--- src/rtl/xrom_reader_pkg.sv ---
// ---------------------------------------------------------------------------
// xrom_reader_pkg
// Shared definitions for the ROM burst reader slice.
//   state_t        : sequencer states (IDLE / RUN / DRAIN)
//   BUF_DEPTH      : entries in the output re-timing buffer
//   INFLIGHT_DEPTH : ROM reads that can be outstanding at once
//   CNT_W          : width of a counter able to hold 0..BUF_DEPTH
// ---------------------------------------------------------------------------
package xrom_reader_pkg;

   typedef enum logic [1:0] {
      ST_IDLE  = 2'd0,
      ST_RUN   = 2'd1,
      ST_DRAIN = 2'd2
   } state_t;

   localparam int BUF_DEPTH      = 4;
   localparam int INFLIGHT_DEPTH = 2;
   localparam int CNT_W          = $clog2(BUF_DEPTH + 1);

endpackage

--- src/rtl/xrom_reader_if.sv ---
// ---------------------------------------------------------------------------
// xrom_reader_if
// Valid/ready output stream of the ROM reader.
//   m_valid : word available at the buffer head
//   m_data  : word payload (ROM data)
//   m_last  : final word of a burst pass
//   m_ready : downstream accepts the word this cycle
// master modport = reader side, slave modport = consumer side.
// ---------------------------------------------------------------------------
interface xrom_reader_if #(
   parameter int BWID = 32
);

   logic            m_valid;
   logic [BWID-1:0] m_data;
   logic            m_last;
   logic            m_ready;

   modport master (
      output m_valid,
      output m_data,
      output m_last,
      input  m_ready
   );

   modport slave (
      input  m_valid,
      input  m_data,
      input  m_last,
      output m_ready
   );

endinterface

--- src/rtl/xfifo_sync.sv ---
// ---------------------------------------------------------------------------
// xfifo_sync
// Small synchronous FIFO (BUF_DEPTH entries) used to re-time ROM data into a
// stream that can be stalled.
//   clk, rst     : clock, synchronous active-high reset
//   i_flush      : empties the FIFO at the next edge (wins over push/pop)
//   i_push       : write i_pushData at the tail
//   i_pushData   : entry to store
//   i_pop        : discard the head entry
//   o_headData   : current head entry
//   o_empty      : no entries stored
//   o_count      : number of stored entries
// ---------------------------------------------------------------------------
module xfifo_sync
   import xrom_reader_pkg::*;
#(
   parameter int WIDTH = 33
) (
   input  logic             clk,
   input  logic             rst,
   input  logic             i_flush,
   input  logic             i_push,
   input  logic [WIDTH-1:0] i_pushData,
   input  logic             i_pop,
   output logic [WIDTH-1:0] o_headData,
   output logic             o_empty,
   output logic [CNT_W-1:0] o_count
);

   localparam int PTR_W = $clog2(BUF_DEPTH);

   logic [WIDTH-1:0] r_mem [BUF_DEPTH];
   logic [PTR_W-1:0] r_wrPtr;
   logic [PTR_W-1:0] r_rdPtr;
   logic [CNT_W-1:0] r_count;
   logic             w_doPop;
   logic             w_doPush;

   // A pop needs something to pop; a push is taken when there is space, or
   // when the same edge frees a slot through a pop.
   assign w_doPop  = i_pop && (r_count != '0);
   assign w_doPush = i_push && ((r_count != CNT_W'(BUF_DEPTH)) || w_doPop);

   // Storage and pointer update. Storage is cleared on reset so the head
   // word reads as zero straight after reset; a flush only resets pointers
   // since stale contents are never exposed while the FIFO is empty.
   always_ff @(posedge clk) begin
      if (rst) begin
         r_wrPtr <= '0;
         r_rdPtr <= '0;
         r_count <= '0;
         for (int i = 0; i < BUF_DEPTH; i++) begin
            r_mem[i] <= '0;
         end
      end else if (i_flush) begin
         r_wrPtr <= '0;
         r_rdPtr <= '0;
         r_count <= '0;
      end else begin
         if (w_doPush) begin
            r_mem[r_wrPtr] <= i_pushData;
            r_wrPtr        <= r_wrPtr + PTR_W'(1);
         end
         if (w_doPop) begin
            r_rdPtr <= r_rdPtr + PTR_W'(1);
         end
         case ({w_doPush, w_doPop})
            2'b10:   r_count <= r_count + CNT_W'(1);
            2'b01:   r_count <= r_count - CNT_W'(1);
            default: r_count <= r_count;
         endcase
      end
   end

   assign o_headData = r_mem[r_rdPtr];
   assign o_empty    = (r_count == '0);
   assign o_count    = r_count;

endmodule

--- src/rtl/xrom_reader.sv ---
// ---------------------------------------------------------------------------
// xrom_reader
// Burst sequencer sitting in front of and behind a 1-cycle-latency ROM. It
// issues base..base+len-1 (optionally looping), captures the returning data
// and re-times it through a 4-entry FIFO onto a valid/ready stream.
//   clk, rst      : clock, synchronous active-high reset
//   i_start       : burst request, only honoured in IDLE
//   i_base_addr   : first ROM address of the burst
//   i_len         : burst length in words (0..2**BWID_ADDR)
//   i_loop        : repeat the burst until abort
//   i_abort       : stop and flush from any state
//   o_busy        : burst in progress
//   o_done        : one-cycle pulse when a non-looping burst has drained
//   o_rom_addr    : ROM address (registered)
//   o_rom_nd      : ROM read strobe (registered)
//   i_rom_dout    : ROM read data
//   strm          : output stream (master side)
// ---------------------------------------------------------------------------
module xrom_reader
   import xrom_reader_pkg::*;
#(
   parameter int BWID      = 32,
   parameter int BWID_ADDR = 10
) (
   input  logic                 clk,
   input  logic                 rst,
   input  logic                 i_start,
   input  logic [BWID_ADDR-1:0] i_base_addr,
   input  logic [BWID_ADDR:0]   i_len,
   input  logic                 i_loop,
   input  logic                 i_abort,
   output logic                 o_busy,
   output logic                 o_done,
   output logic [BWID_ADDR-1:0] o_rom_addr,
   output logic                 o_rom_nd,
   input  logic [BWID-1:0]      i_rom_dout,
   xrom_reader_if.master        strm
);

   localparam logic [CNT_W:0] ROOM_LIMIT = (CNT_W + 1)'(BUF_DEPTH);

   state_t                      r_state;
   state_t                      w_nextState;

   logic [BWID_ADDR-1:0]        r_base;
   logic [BWID_ADDR:0]          r_len;
   logic                        r_loop;
   logic [BWID_ADDR:0]          r_idx;
   logic [BWID_ADDR-1:0]        r_romAddr;
   logic [INFLIGHT_DEPTH-1:0]   r_ndPipe;
   logic [INFLIGHT_DEPTH-1:0]   r_lastPipe;
   logic                        r_zeroDone;

   logic                        w_accept;
   logic                        w_acceptRun;
   logic                        w_issue;
   logic [BWID_ADDR-1:0]        w_issueAddr;
   logic                        w_issueLast;
   logic [BWID_ADDR:0]          w_nextIdx;
   logic [CNT_W-1:0]            w_inflight;
   logic [CNT_W-1:0]            w_count;
   logic                        w_room;
   logic                        w_drained;
   logic                        w_empty;
   logic                        w_pop;
   logic [BWID:0]               w_head;

   // A start is only accepted from IDLE, and abort beats a coincident start.
   assign w_accept    = (r_state == ST_IDLE) && i_start && !i_abort;
   assign w_acceptRun = w_accept && (i_len != '0);

   // Count the reads still travelling through the ROM. Slot 0 is the read
   // strobe currently at the ROM, the last slot is the word landing now.
   always_comb begin
      w_inflight = '0;
      for (int i = 0; i < INFLIGHT_DEPTH; i++) begin
         w_inflight = w_inflight + {{(CNT_W - 1){1'b0}}, r_ndPipe[i]};
      end
   end

   // Issue only if buffered plus outstanding words leave a free slot; this
   // ignores same-cycle pops so the buffer can never overflow.
   assign w_room    = ({1'b0, w_count} + {1'b0, w_inflight}) < ROOM_LIMIT;
   assign w_drained = (w_count == '0) && (r_ndPipe == '0);

   // State register.
   always_ff @(posedge clk) begin
      if (rst) begin
         r_state <= ST_IDLE;
      end else begin
         r_state <= w_nextState;
      end
   end

   // Next-state and issue decision. Because the ROM strobe is registered,
   // the read decided in the start cycle appears on the ROM in the first
   // busy cycle, which keeps start-to-data latency at three cycles. The final
   // index sets the last flag; a looping burst wraps idx to 0 with no gap.
   always_comb begin
      w_nextState = r_state;
      w_issue     = 1'b0;
      w_issueAddr = r_romAddr;
      w_issueLast = 1'b0;
      w_nextIdx   = r_idx;
      case (r_state)
         ST_IDLE: begin
            if (w_acceptRun) begin
               w_issue     = 1'b1;
               w_issueAddr = i_base_addr;
               if (i_len == (BWID_ADDR + 1)'(1)) begin
                  w_issueLast = 1'b1;
                  w_nextIdx   = '0;
                  w_nextState = i_loop ? ST_RUN : ST_DRAIN;
               end else begin
                  w_nextIdx   = (BWID_ADDR + 1)'(1);
                  w_nextState = ST_RUN;
               end
            end
         end
         ST_RUN: begin
            if (w_room) begin
               w_issue     = 1'b1;
               w_issueAddr = r_base + r_idx[BWID_ADDR-1:0];
               if (r_idx == (r_len - (BWID_ADDR + 1)'(1))) begin
                  w_issueLast = 1'b1;
                  w_nextIdx   = '0;
                  if (!r_loop) begin
                     w_nextState = ST_DRAIN;
                  end
               end else begin
                  w_nextIdx = r_idx + (BWID_ADDR + 1)'(1);
               end
            end
         end
         ST_DRAIN: begin
            if (w_drained) begin
               w_nextState = ST_IDLE;
            end
         end
         default: begin
            w_nextState = ST_IDLE;
         end
      endcase
      if (i_abort) begin
         w_nextState = ST_IDLE;
         w_issue     = 1'b0;
      end
   end

   // Status outputs. done fires in the DRAIN->IDLE cycle, or one cycle after
   // a zero-length start; an abort suppresses it.
   always_comb begin
      o_busy = (r_state != ST_IDLE);
      o_done = r_zeroDone ||
               ((r_state == ST_DRAIN) && w_drained && !i_abort);
   end

   // Burst parameters, index counter, ROM strobe/address and the in-flight
   // shift register of read and last flags. Abort drops outstanding reads
   // but leaves the ROM address where it was.
   always_ff @(posedge clk) begin
      if (rst) begin
         r_base     <= '0;
         r_len      <= '0;
         r_loop     <= 1'b0;
         r_idx      <= '0;
         r_romAddr  <= '0;
         r_ndPipe   <= '0;
         r_lastPipe <= '0;
         r_zeroDone <= 1'b0;
      end else if (i_abort) begin
         r_idx      <= '0;
         r_ndPipe   <= '0;
         r_lastPipe <= '0;
         r_zeroDone <= 1'b0;
      end else begin
         if (w_acceptRun) begin
            r_base <= i_base_addr;
            r_len  <= i_len;
            r_loop <= i_loop;
         end
         if (w_issue) begin
            r_romAddr <= w_issueAddr;
         end
         r_idx      <= w_nextIdx;
         r_ndPipe   <= {r_ndPipe[INFLIGHT_DEPTH-2:0], w_issue};
         r_lastPipe <= {r_lastPipe[INFLIGHT_DEPTH-2:0], w_issueLast};
         r_zeroDone <= w_accept && (i_len == '0);
      end
   end

   assign o_rom_addr = r_romAddr;
   assign o_rom_nd   = r_ndPipe[0];

   // The word landing this cycle is valid ROM output for the oldest read.
   assign w_pop = !w_empty && strm.m_ready;

   xfifo_sync #(
      .WIDTH (BWID + 1)
   ) u_fifo (
      .clk        (clk),
      .rst        (rst),
      .i_flush    (i_abort),
      .i_push     (r_ndPipe[INFLIGHT_DEPTH-1]),
      .i_pushData ({r_lastPipe[INFLIGHT_DEPTH-1], i_rom_dout}),
      .i_pop      (w_pop),
      .o_headData (w_head),
      .o_empty    (w_empty),
      .o_count    (w_count)
   );

   assign strm.m_valid = !w_empty;
   assign strm.m_data  = w_head[BWID-1:0];
   assign strm.m_last  = w_head[BWID];

endmodule
--- src/flat_wrapper.sv ---
// flat-port wrapper written by rule: the top's interface ports become plain ports
module xrom_reader_flat import xrom_reader_pkg::*;
#(
   parameter int BWID      = 32,
   parameter int BWID_ADDR = 10
)
  (clk, rst, i_start, i_base_addr, i_len, i_loop, i_abort, o_busy, o_done, o_rom_addr, o_rom_nd, i_rom_dout, strm_m_valid, strm_m_data, strm_m_last, strm_m_ready);
  xrom_reader_if #(.BWID(BWID)) strm_i ();
  input  logic clk;
  input  logic rst;
  input  logic i_start;
  input  logic [BWID_ADDR-1:0] i_base_addr;
  input  logic [BWID_ADDR:0] i_len;
  input  logic i_loop;
  input  logic i_abort;
  output logic o_busy;
  output logic o_done;
  output logic [BWID_ADDR-1:0] o_rom_addr;
  output logic o_rom_nd;
  input  logic [BWID-1:0] i_rom_dout;
  output wire logic [$bits(strm_i.m_valid)-1:0] strm_m_valid;
  output wire logic [$bits(strm_i.m_data)-1:0] strm_m_data;
  output wire logic [$bits(strm_i.m_last)-1:0] strm_m_last;
  input wire logic [$bits(strm_i.m_ready)-1:0] strm_m_ready;
  assign strm_m_valid = strm_i.m_valid;
  assign strm_m_data = strm_i.m_data;
  assign strm_m_last = strm_i.m_last;
  assign strm_i.m_ready = strm_m_ready;
  xrom_reader #(.BWID(BWID), .BWID_ADDR(BWID_ADDR)) u_core (.clk(clk), .rst(rst), .i_start(i_start), .i_base_addr(i_base_addr), .i_len(i_len), .i_loop(i_loop), .i_abort(i_abort), .o_busy(o_busy), .o_done(o_done), .o_rom_addr(o_rom_addr), .o_rom_nd(o_rom_nd), .i_rom_dout(i_rom_dout), .strm(strm_i));
endmodule
--- config.mk ---
export PLATFORM = sky130hd
export DESIGN_NAME = xrom_reader_flat
export DESIGN_NICKNAME = d
export VERILOG_FILES = /design/src/rtl/xrom_reader_pkg.sv /design/src/rtl/xrom_reader_if.sv /design/src/rtl/xfifo_sync.sv /design/src/rtl/xrom_reader.sv /design/src/flat_wrapper.sv
export SDC_FILE = /design/constraint.sdc
export NUM_CORES = 1
export LEC_CHECK = 0
export CAP_MARGIN = 40
export CORE_ASPECT_RATIO = 1.5
export CORE_MARGIN = 5
export CORE_UTILIZATION = 27
export CTS_CLUSTER_SIZE = 12
export DETAILED_ROUTE_END_ITERATION = 8
export PLACE_DENSITY_LB_ADDON = 0.08
export SYNTH_ARGS = -nofsm -noshare
export SYNTH_HDL_FRONTEND = slang
export SYNTH_SLANG_ARGS = --single-unit
--- constraint.sdc ---
create_clock -name clk -period 8.3 [get_ports clk]
set_input_delay 1.66 -clock clk [delete_from_list [all_inputs] [get_ports clk]]
set_output_delay 1.66 -clock clk [all_outputs]
set_load 0.01 [all_outputs]
==> impl_metrics.env, run 1 <==
export IMPL_drive_above_1_share=0.1238
export IMPL_cts_inserted_buffers=17
export IMPL_grt_util_all_layers=0.1363
export IMPL_slew_violations=0
export IMPL_cts_sinks=191
export IMPL_powerDensity_nw_per_um2=180.7
export IMPL_synthesis_area_sq_um=9067
export IMPL_synth_flop_cell="edfxtp_1"
export IMPL_synth_fp_nets=829
export IMPL_routed_via_count=6173
export IMPL_core_region_area_sq_um=33340
export IMPL_ctsHoldBuffers=0
export IMPL_cpMaxStageDelayCell="clkdlybuf4s50_1"
export IMPL_cts_post_setup_buffers_inserted=0
export IMPL_grt_pass1_vias=6712
export IMPL_hpwl_um=16550
export IMPL_finalWirelength_um=25030
export IMPL_clock_skew_ns=0.008823
export IMPL_path_max_fanout=7
export IMPL_grt_pass1_wl_um=38650
export IMPL_hp_class="reg -> reg"
export IMPL_drt_iter0_markers=341
export IMPL_grt_max_degree=39
export IMPL_fmax_mhz=207.6
export IMPL_drt_pass1_iterations=4
export IMPL_period_share=0.5804
export IMPL_max_cap_viol_count=0
export IMPL_whs_ns=0.4330
export IMPL_clk_path_buf_depth=2
export IMPL_crit_type="in -> out"
export IMPL_antenna_cells=0
export IMPL_worstPathArrival_ns=3.16
export IMPL_synth_largest_area_cell="edfxtp_1"
export IMPL_ir_drop_mv=0.1294
export IMPL_slowest_delay_ns=0.58
export IMPL_crit_required_ns=6.64
export IMPL_tightest_slew_ns=0.8515
export IMPL_cts_tree="built"
export IMPL_place_gp_congestion=0.7552
export IMPL_cts_root_buf="clkbuf_16"
export IMPL_boundaryPins=106
export IMPL_die_x_um=159.6
export IMPL_n_fill_cell=3288
export IMPL_area_delta_synth_final_pct=24.20
export IMPL_clk_pin_slew_ns=0.06
export IMPL_ys_warn_count=0
export IMPL_clkLatencyLatePin_ns=0.44
export IMPL_wl_per_cell_um=19.50
export IMPL_ys_ff_latch=191
export IMPL_die_height_um=234.4
export IMPL_reg2reg_depth=7
export IMPL_status="completed"
export IMPL_max_slew_margin=0.4323
export IMPL_seq_area_frac_synth=0.5674
export IMPL_finalNetCount=926
export IMPL_ant_nets=0
export IMPL_period_needed_ns=4.817
export IMPL_leakagePower_nw=4.161
export IMPL_cp_cell_sequence="clkdlybuf4s50_1 > nor3_1 > a31o_2 > clkdlybuf4s50_1"
export IMPL_critPathLaunchType="primary input"
export IMPL_cts_repair_resized=0
export IMPL_antenna_found_initial=1
export IMPL_synth_edf_count=132
export IMPL_netlist_instances=754
export IMPL_cts_htree_levels=4
export IMPL_whs_path_depth=1
export IMPL_fin_tns_setup_ns=0
export IMPL_start_util=0.2719
export IMPL_synth_cell_types=63
export IMPL_rsz0062_at_grt="no"
export IMPL_setup_viol=0
export IMPL_avgSynthCellArea_sq_um=12.03
export IMPL_dieArea_sq_um=37420
export IMPL_synth_area_leaders="edfxtp_1 44%, dfxtp_1 13%, mux4_2 8.2%, and2_1 7.0%, nand2_1 3.1%"
export IMPL_num_rows=82
export IMPL_drc_errors=0
export IMPL_synthDominantCellAreaShare=0.4371
export IMPL_cpMostUsedCell="clkdlybuf4s50_1"
export IMPL_globalRoute_totalOverflow=0
export IMPL_vias_per_cell=4.808
export IMPL_endpoint_kind="output port"
export IMPL_synthArstFlopShare=0
export IMPL_finalHoldViolCount=0
export IMPL_io_buffers=105
==> worst max-delay path: cells and delay by family <==
kind | cells | cell delay, ns
simple gates | 1 | 0.22
compound gates | 1 | 0.17
buf+inv | 2 | 1.11
==> path summary, 6_finish.rpt <==
check                                       start                              end  slack, ns
hold reg to reg   u_core.r_lastPipe[0]$_SDFF_PP0_  u_core.r_lastPipe[1]$_SDFF_PP0_       0.43
setup / recovery                          i_abort                           o_done       3.48
hold / removal    u_core.r_lastPipe[0]$_SDFF_PP0_  u_core.r_lastPipe[1]$_SDFF_PP0_       0.43
setup reg to reg   u_core.r_state[1]$_SDFFE_PP0P_     u_core.r_idx[5]$_SDFFE_PP0P_       5.26
==> metal layers <==
metal	track usage	part of all wire
met1	0.1508	0.40
met2	0.2623	0.55
met3	0.02260	0.030
met4	0.04885	0.020
met5	0	0.00080
==> sequential cells by signal (all words and copies together), names as in the netlist, named ones only <==
register and cells:
u_core.u_fifo.r_mem 132, u_core.r_lastPipe 2, u_core.u_fifo.o_count 3, u_core.u_fifo.r_wrPtr 2, u_core.o_rom_addr 10, u_core.r_base 10
u_core.u_fifo.r_rdPtr 2, u_core.r_idx 11, u_core.r_state 2, u_core.r_ndPipe 2, u_core.r_zeroDone 1, u_core.r_len 11
u_core.r_loop 1
==> cells by family after synthesis <==
group                      synth area share
adders and majority gates           0.02373
xor gates and xnor gates            0.02415
and+or+nand+nor                      0.1999
muxes                               0.08417
AOI/OAI and AO/OA                   0.07258
buffers and inverters               0.02801
DFF                                  0.5674
==> through the flow <==
stage / std cells / util / cell area (sq um) / power (mW) / setup slack, ns
2_1_floorplan: 754 / - / 9067 / 1.155 / 3.273
3_3_place_gp: 1245 / 0.3165 / 10560 / 1.242 / 3.396
3_5_place_dp: 1252 / 0.3202 / 10680 / 1.250 / 3.446
4_1_cts: 1284 / 0.3377 / 11260 / 2.065 / 3.445
5_1_grt: 1284 / 0.3377 / 11260 / 2.115 / 3.342
6_report: 1284 / 0.3377 / 11260 / 2.035 / 3.483
==> synth_stat cells (4+ instances only) <==
cell type  instances
a21o_1             9
inv_1             17
a211oi_1           5
edfxtp_1         132
a31oi_1            4
nor3b_1            4
clkbuf_1          33
buf_1              4
and2_1           102
dfxtp_1           59
mux4_2            33
nand2_1           76
and3_1            37
ha_1              14
o21ai_0           10
o211ai_1           4
nor3_1            12
nor2_1            32
a21oi_1           40
xnor2_1           15
xor2_1            10
nand3_1           19
or3_1              4
nor4_1             4
nor2b_1            6
or2_2              8
or4_1              8
==> area by class of cell <==
class	instances	area [sq um]	share of cell area
Tap cell	420	525.5	0.04666
Clock buffer	21	493.0	0.04377
Inverter	17	63.81	0.005666
Clock inverter	11	92.59	0.008221
Timing Repair Buffer	121	1240	0.1101
Multi-Input combinational cell	503	3700	0.3285
Sequential cell	191	5147	0.4571
==> report_power, final <==
part           internal [mW]  switching [mW]  total, mW
clock                  0.446           0.366      0.811
sequential              1.04          0.0140       1.06
combinational         0.0781          0.0865      0.165
==> placed cells by master (no fill, tap or decap), types with 9 or more instances in the layout <==
master | Yosys | routed
xnor2_1 | 15 | 15
o21ai_0 | 10 | 9
a21oi_1 | 40 | 40
nand2_1 | 76 | 76
inv_1 | 17 | 17
and3_1 | 37 | 37
and2_1 | 102 | 102
nor2_1 | 32 | 30
ha_1 | 14 | 14
nor3_1 | 12 | 11
buf_4 | 1 | 10
clkbuf_16 | 0 | 19
nand3_1 | 19 | 19
dfxtp_1 | 59 | 57
edfxtp_1 | 132 | 132
xor2_1 | 10 | 10
mux4_2 | 33 | 33
clkdlybuf4s50_1 | 0 | 105
a21o_1 | 9 | 9
No activity file was read; power rests on OpenSTA's default activity.
==> inputs of run 2 (changes only) <==
==> constraint.sdc (replaced) <==
create_clock -name clk -period 4.9 [get_ports clk]
set_input_delay 0.98 -clock clk [delete_from_list [all_inputs] [get_ports clk]]
set_output_delay 0.98 -clock clk [all_outputs]
set_load 0.01 [all_outputs]
==> run 2 against run 1 <==
  * Global-route usage rose by 0.43 points
  * Critical path depth fell by 1
  * Total power rose by 71%
  * Final area fell by 0.44%
  * Worst hold slack barely moved
  * Utilization fell by 0.15 points
  * Largest power group unchanged
  * Critical endpoint is now strm_m_data[28]
==> impl_metrics.env, run 2 (synthesis results as in run 1) <==
export IMPL_status="completed"
export IMPL_fin_tns_setup_ns=0
export IMPL_antenna_cells=0
export IMPL_crit_type="reg -> out"
export IMPL_rsz0062_at_grt="no"
export IMPL_wl_per_cell_um=20.12
export IMPL_path_max_fanout=24
export IMPL_setup_viol=0
export IMPL_core_region_area_sq_um=33340
export IMPL_grt_util_all_layers=0.1405
export IMPL_crit_cells=3
export IMPL_path_buf_inv=2
export IMPL_slowest_delay_ns=0.61
export IMPL_grt_pass1_vias=6640
export IMPL_cp_cell_sequence="buf_4 > mux4_2 > clkdlybuf4s50_1"
export IMPL_worstPathArrival_ns=2.72
export IMPL_clk_pin_slew_ns=0.07
export IMPL_tightest_slew_ns=0.6625
export IMPL_finalHoldViolCount=0
export IMPL_ant_nets=0
export IMPL_die_x_um=159.6
export IMPL_clock_skew_ns=0.01016
export IMPL_powerDensity_nw_per_um2=310.0
export IMPL_whs_ns=0.4334
export IMPL_cts_inserted_buffers=17
export IMPL_endpoint_kind="output port"
export IMPL_globalRoute_totalOverflow=0
export IMPL_slew_violations=0
export IMPL_cts_htree_levels=4
export IMPL_fin_area_sq_um=11210
export IMPL_period_needed_ns=3.696
export IMPL_start_util=0.2719
export IMPL_grt_max_degree=39
export IMPL_reg2reg_from="u_core.r_len[0]$_SDFFE_PP0P_"
export IMPL_cts_tree="built"
export IMPL_reg2reg_depth=10
export IMPL_grt_pass1_wl_um=39370
export IMPL_ir_drop_mv=0.2181
export IMPL_place_gp_congestion=0.7889
export IMPL_drive_above_1_share=0.1191
export IMPL_cts_root_buf="clkbuf_16"
export IMPL_r2r_setup_slack_ns=2.09
export IMPL_post_route_util=0.3362
export IMPL_critPathLaunchType="flip-flop"
export IMPL_dp_slack_ns=1.156
export IMPL_whs_path_depth=1
export IMPL_die_height_um=234.4
export IMPL_drc_errors=0
export IMPL_mostFrequentLayoutCell="edfxtp_1"
export IMPL_largest_register_ffs=132
export IMPL_ctsHoldBuffers=0
export IMPL_clkLatencyLatePin_ns=0.44
export IMPL_antenna_found_initial=0
export IMPL_max_slew_margin=0.5573
export IMPL_regMostFlops="u_core.u_fifo.r_mem"
export IMPL_min_to="u_core.r_lastPipe[1]$_SDFF_PP0_"
export IMPL_vias_per_cell=4.790
export IMPL_drt_pass1_iterations=4
export IMPL_cts_repair_resized=0
export IMPL_cts_post_setup_buffers_inserted=0
export IMPL_final_cells=1285
export IMPL_cts_sinks=191
export IMPL_p_total_mw=3.476
export IMPL_finalWirelength_um=25850
export IMPL_fmax_mhz=270.6
export IMPL_layout_common_cells="132 x edfxtp_1, 105 x clkdlybuf4s50_1, 102 x and2_1"
export IMPL_crit_required_ns=3.92
export IMPL_hp_class="reg -> reg"
export IMPL_num_rows=82
export IMPL_fin_ws_ns=1.204
export IMPL_area_delta_synth_final_pct=23.65
export IMPL_hpwl_um=16890
export IMPL_max_cap_viol_count=0
export IMPL_boundaryPins=106
export IMPL_period_share=0.7543
export IMPL_cp_top_family="buffers and inverters"
export IMPL_cpMaxStageDelayCell="mux4_2"
export IMPL_finalNetCount=927
export IMPL_placed_area_sq_um=10630
export IMPL_drt_iter0_markers=331
export IMPL_reg_largest_list="u_core.u_fifo.r_mem x132, u_core.r_idx x11, u_core.r_len x11"
export IMPL_io_buffers=105
export IMPL_r2r_end="u_core.r_idx[3]$_SDFFE_PP0P_"
export IMPL_leakagePower_nw=4.124
export IMPL_dieArea_sq_um=37420
export IMPL_clk_path_buf_depth=2
export IMPL_place_inst=1253
export IMPL_min_from="u_core.r_lastPipe[0]$_SDFF_PP0_"
export IMPL_routed_via_count=6155
## run 2: cell types whose count changed in the layout (fill, tap and decap cells not counted), sizes merged
cell / delta
inv: -3
clkbuf: +1
bufinv: +2
clkinv: -2
buf: +1
clkinvlp: +2
## run 2: final cells by class
type | count | area [sq um]
Sequential cell | 191 | 5147
Tap cell | 420 | 525.5
Inverter | 17 | 63.81
Multi-Input combinational cell | 503 | 3700
Clock inverter | 10 | 136.4
Clock buffer | 22 | 444.2
Fill cell | 3270 | 22130
Timing Repair Buffer | 122 | 1195
## run 2: worst register-to-register path, cell delays in order (launching register included)
cell and delay [ns]:
dfxtp_1 0.38, inv_1 0.09, ha_1 0.24, nor2b_1 0.17, or3_1 0.35, a31oi_1 0.16, nand4_1 0.17, a2111oi_4 0.55
buf_6 0.24, nor4_1 0.07, a211o_1 0.28
## run 2: metal layers
layer  vias to the layer above  track usage  share of wire
met1                      3061       0.1558           0.40
met4                         0      0.04559          0.018
met5                         -            0              0
met2                       130       0.2694           0.55
met3                        24      0.02733          0.031
li1                       2940            -              -
## run 2: how the worst max path moves through the flow
stage                                          endpoint  slack, ns
global placement      u_core.o_rom_addr[7]$_SDFFE_PP0P_       1.11
finish                                  strm_m_data[28]       1.20
detailed placement    u_core.o_rom_addr[8]$_SDFFE_PP0P_       1.16
CTS                                     strm_m_data[28]       1.05
global route                            strm_m_data[25]       0.98
floorplan           u_core.u_fifo.r_mem[3][0]$_DFFE_PP_       0.55
## run 2: report_power, final
part / switching, mW / internal, mW
clock network: 0.606 / 0.802
registers: 0.0240 / 1.77
logic: 0.147 / 0.128
total: 0.776 / 2.70
==> variant 1: new RTL, settings of run 1 <==
`BWID` is set to 32 in 3 places; all go to 64.
--- a/src/rtl/xrom_reader_if.sv
+++ b/src/rtl/xrom_reader_if.sv
@@ -8,7 +8,7 @@
 // master modport = reader side, slave modport = consumer side.
 // ---------------------------------------------------------------------------
 interface xrom_reader_if #(
-   parameter int BWID = 32
+   parameter int BWID = 64
 );
 
    logic            m_valid;
--- a/src/rtl/xrom_reader.sv
+++ b/src/rtl/xrom_reader.sv
@@ -19,7 +19,7 @@
 module xrom_reader
    import xrom_reader_pkg::*;
 #(
-   parameter int BWID      = 32,
+   parameter int BWID      = 64,
    parameter int BWID_ADDR = 10
 ) (
    input  logic                 clk,
--- a/src/flat_wrapper.sv
+++ b/src/flat_wrapper.sv
@@ -1,7 +1,7 @@
 // flat-port wrapper written by rule: the top's interface ports become plain ports
 module xrom_reader_flat import xrom_reader_pkg::*;
 #(
-   parameter int BWID      = 32,
+   parameter int BWID      = 64,
    parameter int BWID_ADDR = 10
 )
   (clk, rst, i_start, i_base_addr, i_len, i_loop, i_abort, o_busy, o_done, o_rom_addr, o_rom_nd, i_rom_dout, strm_m_valid, strm_m_data, strm_m_last, strm_m_ready);
Interface: changed (resized i_rom_dout and strm_m_data); port bits go from 106 to 170. The function was not compared with the original's and may differ.
==> variant 1 against run 1 <==
- synthesized cell count increased by 40%
- worst hold slack worse by 0.013 ns
- sequential share of layout area is 4.2 points higher
- sequential cell count increased by 128
- worst setup slack got worse by 0.14 ns
- area after synthesis is 59% higher
- final area is 60% higher
- routed wire length grew 63%
- cell count up 50%
- power grew 75%
- critical path type is now in2reg
==> variant 1: results (changes against run 1) <==
.. list-table::
   :header-rows: 1

   * - Metric
     - Value
   * - Outcome
     - finished clean
   * - Fraction of final layout cells with drive strength greater than 1
     - 12.2% (-0.18 points)
   * - Delay of the slowest cell on the worst path
     - 0.71 ns (+0.13 ns)
   * - Via count of the first global-routing pass
     - 9819 (+46%)
   * - Cell family with the largest share of critical-path delay
     - simple AND/OR/NAND/NOR gates
   * - H-tree depth reported by CTS
     - 2 (-2)
   * - Routability Congestion
     - 0.727 (-3.7%)
   * - IR Drop Worst-Case VDD
     - 0.000111 V (-15%)
   * - Proportion of synthesized chip area in sequential cells
     - 62.3% (+5.5 points)
   * - Synth top area cells
     - edfxtp_1 54%, mux4_2 10%, and2_1 8.6%, dfxtp_1 8.2%, and3_1 3.0%
   * - Hpwl dp
     - 25.3 mm (+53%)
   * - Via-to-Cell Ratio
     - 4.59 (-4.5%)
   * - Initial antenna violation count
     - 3 (+2)
   * - Latest clock arrival within the worst-skew pair
     - 0.52 ns (+0.08 ns)
   * - Post-synth ARST share
     - 0% (unchanged)
   * - Fill count
     - 5262 (+60%)
   * - Transition time at the pin with the least slew margin
     - 0.832 ns (-0.0194 ns)
   * - Registers with the most flip-flops
     - u_core.u_fifo.r_mem: 260 flops, u_core.r_idx: 11 flops, u_core.r_len: 11 flops
   * - Static leakage power
     - 6.52 nW (+57%)
   * - Clk root buf
     - clkbuf_16
   * - Hold Path Cell Cnt
     - 1 (unchanged)
   * - Post-DR wirelength/cell
     - 21.2 microns (+8.9%)
   * - Aggregate global-route resource usage
     - 14.0% (+0.32 points)
   * - Count of cells resized by post-cts repair
     - 0 (unchanged)
   * - First-pass GRT wire length
     - 61.4 mm (+59%)
   * - Buffers added on ports
     - 169 (+61%)
   * - Placed cell area
     - 16900 sq um (+59%)
   * - Maximum number of pins on one net before global-route repair
     - 68 (+74%)
   * - DRC marker count from the first detailed-route iteration
     - 381 (+12%)
   * - Maximum buffer depth of the clock tree
     - 3 (+1)
   * - Count of flip-flops with a built-in enable after synthesis
     - 260 (+97%)
   * - Post-CTS Setup Bufs
     - 0 (unchanged)
   * - Post-synth cell types
     - 55 (-13%)
   * - Fin Clk Skew
     - 0.0164 ns (+0.00759 ns)
   * - Number of buffers inserted during clock tree synthesis
     - 36 (+19)
   * - Layout net count
     - 1317 (+42%)
   * - Nets in the synthesized netlist
     - 1162 (+40%)
   * - Top cell types by occurrence after synthesis
     - 260 x edfxtp_1, 198 x and2_1, 74 x nand2_1
   * - Main synth FF type
     - edfxtp_1
   * - Slowest cell on the critical path
     - or2_4
   * - Data arrival time at the worst-slack endpoint
     - 5.12 ns (+1.96 ns)
   * - Highest net fanout along the worst path
     - 66 (+59)
variant 1: worst paths after layout:
path	startpoint	endpoint	slack [ns]
worst min-delay path	u_core.r_lastPipe[0]	u_core.r_lastPipe[1]	0.42
worst max register to register	u_core.u_fifo.o_count[0]	u_core.u_fifo.r_mem[1][15]	5.18
worst max-delay path	i_abort	u_core.u_fifo.r_mem[2][54]	3.35
worst min register to register	u_core.r_lastPipe[0]	u_core.r_lastPipe[1]	0.42
variant 1: power breakdown:
part / total, W / switching (W) / leakage (nW) / internal, W
logic: 0.000245 / 0.000131 / 2.82 / 0.000113
registers: 0.00180 / 0.0000209 / 3.17 / 0.00178
clock network: 0.00151 / 0.000635 / 0.534 / 0.000876
total: 0.00355 / 0.000787 / 6.52 / 0.00277
variant 1: stage by stage:
step,setup WS [ns],total power (W),instances
3_5_place_dp,2.64,0.00209,1854
6_report,3.35,0.00355,1920
4_1_cts,3.20,0.00362,1919
5_1_grt,3.01,0.00370,1919
3_3_place_gp,2.67,0.00208,1851
2_1_floorplan,1.09,0.00193,1055
variant 1: logic make-up (layout without fill, tap and decap cells):
logic type                 count (synthesis)  count (layout)  synth area share, %
adders and majority gates                 16              16                 1.49
other                                      0               1                    0
DFF                                      319             319                 62.3
muxes                                     66              66                 10.2
AOI/OAI and AO/OA                         83              83                 3.90
xor gates and xnor gates                  33              33                 2.10
buffers and inverters                     88             270                 2.35
and+or+nand+nor                          450             450                 17.7
variant 1: layout make-up:
class,instances,area [sq um],area share [%]
clock inverter,11,81.3,0.451
antenna,1,2.50,0.0139
timing repair buffer,187,1870,10.4
multi-input combinational,648,5150,28.5
inverter,18,67.6,0.375
clock buffer,54,1010,5.62
tap,682,853,4.73
sequential,319,9000,49.9
variant 1: worst reg2reg max path: stages, from the launching register on:
cell and delay [ns]:
dfxtp_1 0.41, nor4b_1 0.13, nor2_4 0.10, nand2_1 0.16, nor3_2 0.14, buf_4 0.62, or2_4 0.48, buf_4 0.68
variant 1: routing by layer:
layer	GRT usage, %	up-vias	wire, microns
met4	3.67	4	894
li1	-	4198	-
met3	2.34	50	1670
met2	26.6	175	22500
met5	0	-	24
met1	16.0	4389	15700
==> variant 2: new RTL, config.mk and constraints of run 1 <==
Without the edit above. The 3 states of `state_t` get a one-hot encoding in 3 bits.
--- a/src/rtl/xrom_reader_pkg.sv
+++ b/src/rtl/xrom_reader_pkg.sv
@@ -8,10 +8,10 @@
 // ---------------------------------------------------------------------------
 package xrom_reader_pkg;
 
-   typedef enum logic [1:0] {
-      ST_IDLE  = 2'd0,
-      ST_RUN   = 2'd1,
-      ST_DRAIN = 2'd2
+   typedef enum logic [2:0] {
+      ST_IDLE  = 3'b001,
+      ST_RUN   = 3'b010,
+      ST_DRAIN = 3'b100
    } state_t;
 
    localparam int BUF_DEPTH      = 4;
Function: same outputs for any inputs over 4 cycles, from zero or initial values and one cycle with rst high; so few cycles prove little.
==> variant 2 against run 1 <==
- routed wire length shrank 2.5%
- synthesized cell count is 0.13% higher
- final area barely moved
- area after synthesis down 0.23%
- utilization grew 0.11 points
- sequential cell count rose by 1
- power barely moved
- cell count grew 0.16%
- worst hold slack better by 0.016 ns
- worst setup slack improved by 0.059 ns
- clock power shrank 3.0%
- die area decreased by 0.22%
- highest routed layer unchanged
==> variant 2: results (changes against run 1) <==
.. list-table::
   :header-rows: 1

   * - Metric
     - Value
   * - Outcome
     - finished clean
   * - Endpoint of the worst-slack reg-to-reg timing path
     - u_core.r_idx[10]
   * - Maximum number of pins on one net before global-route repair
     - 46 (+18%)
   * - Post-synth cell types
     - 56 (-11%)
   * - Nets in the synthesized netlist
     - 830 (+0.12%)
   * - Proportion of synthesized chip area in sequential cells
     - 57.1% (+0.35 points)
   * - Delay of the slowest cell on the worst path
     - 0.54 ns (-0.04 ns)
   * - Total wire length
     - 24.4 mm (-2.5%)
   * - Worst setup slack for register-to-register paths
     - 5.41 ns (+0.15 ns)
   * - IR Drop Worst-Case VDD
     - 0.000126 V (-2.7%)
   * - Hpwl dp
     - 16.8 mm (+1.5%)
   * - DR vias
     - 6177 (+0.065%)
   * - Fin Clk Skew
     - 0.00845 ns (-0.000372 ns)
   * - Final period utilization
     - 57.3% (-0.72 points)
   * - Post-Synthesis Cells
     - 755 (+0.13%)
   * - Aggregate global-route resource usage
     - 13.4% (-0.25 points)
   * - Number of placed instances, taps included
     - 1253 (+0.080%)
   * - First-pass GRT wire length
     - 38.5 mm (-0.34%)
   * - Post-DR wirelength/cell
     - 19.0 microns (-2.7%)
   * - Setup slack at placement
     - 3.22 ns (-0.226 ns)
   * - Via count of the first global-routing pass
     - 6719 (+0.10%)
   * - Layout net count
     - 928 (+0.22%)
   * - Highest net fanout along the worst path
     - 6 (-1)
   * - Final-layout worst hold slack
     - 0.449 ns (+0.0164 ns)
   * - Static leakage power
     - 4.10 nW (-1.5%)
variant 2: changes by cell type in the layout (fill, tap and decap cells not counted), sizes merged, moves of 5 or more:
cell	delta
o21ai	+6
a21o	-5
xnor2	+8
nand2	-5
xor2	-5
a21oi	-6
inv	+7
or4	-8
nor2	+6
variant 2: stage by stage:
step                      area [sq um]  utilization [%]
after floorplan                   9050                -
after global placement           10500             31.7
after detailed placement         10700             32.2
after CTS                        11200             33.8
after global routing             11300             33.9
final                            11300             33.9
variant 2: cell type report:
class                      instances  area (sq um)
clock buffer                      17           425
clock inverter                    15           126
fill                            3365         22000
inverter                          20          75.1
multi-input combinational        502          3680
sequential                       192          5170
tap                              420           526
timing repair buffer             120          1260
variant 2: kinds of logic (layout without fill, tap and decap cells):
group                      count (synthesis)  after routing  share of synthesized area [%]
DFF                                      192            192                           57.1
AOI/OAI and AO/OA                         88             88                           6.42
and+or+nand+nor                          334            334                           20.2
xor gates and xnor gates                  28             28                           2.79
adders and majority gates                 16             16                           2.38
buffers and inverters                     61            172                           2.53
muxes                                     36             36                           8.55
variant 2: power by group:
part           leakage [nW]  switching (W)  internal [W]
registers              1.85      0.0000157       0.00105
clock network         0.263       0.000394      0.000393
logic                  1.99      0.0000947     0.0000853
total                  4.10       0.000505       0.00153
variant 2: per-layer routing:
metal	wire, microns	global-route usage, %	part of all wire [%]
met1	9710	14.7	40
met2	13200	25.4	54
met5	13	0	0.053
met4	595	5.31	2.4
met3	880	2.48	3.6
variant 2: worst reg2reg max path: stages, from the launching register on:
cell,delay [ns]
dfxtp_1,0.36
ha_1,0.22
ha_1,0.26
a311o_1,0.36
nor2_1,0.27
a21oi_2,0.22
or3b_4,0.49
nor4_1,0.37
xnor2_1,0.17
nor2_1,0.05
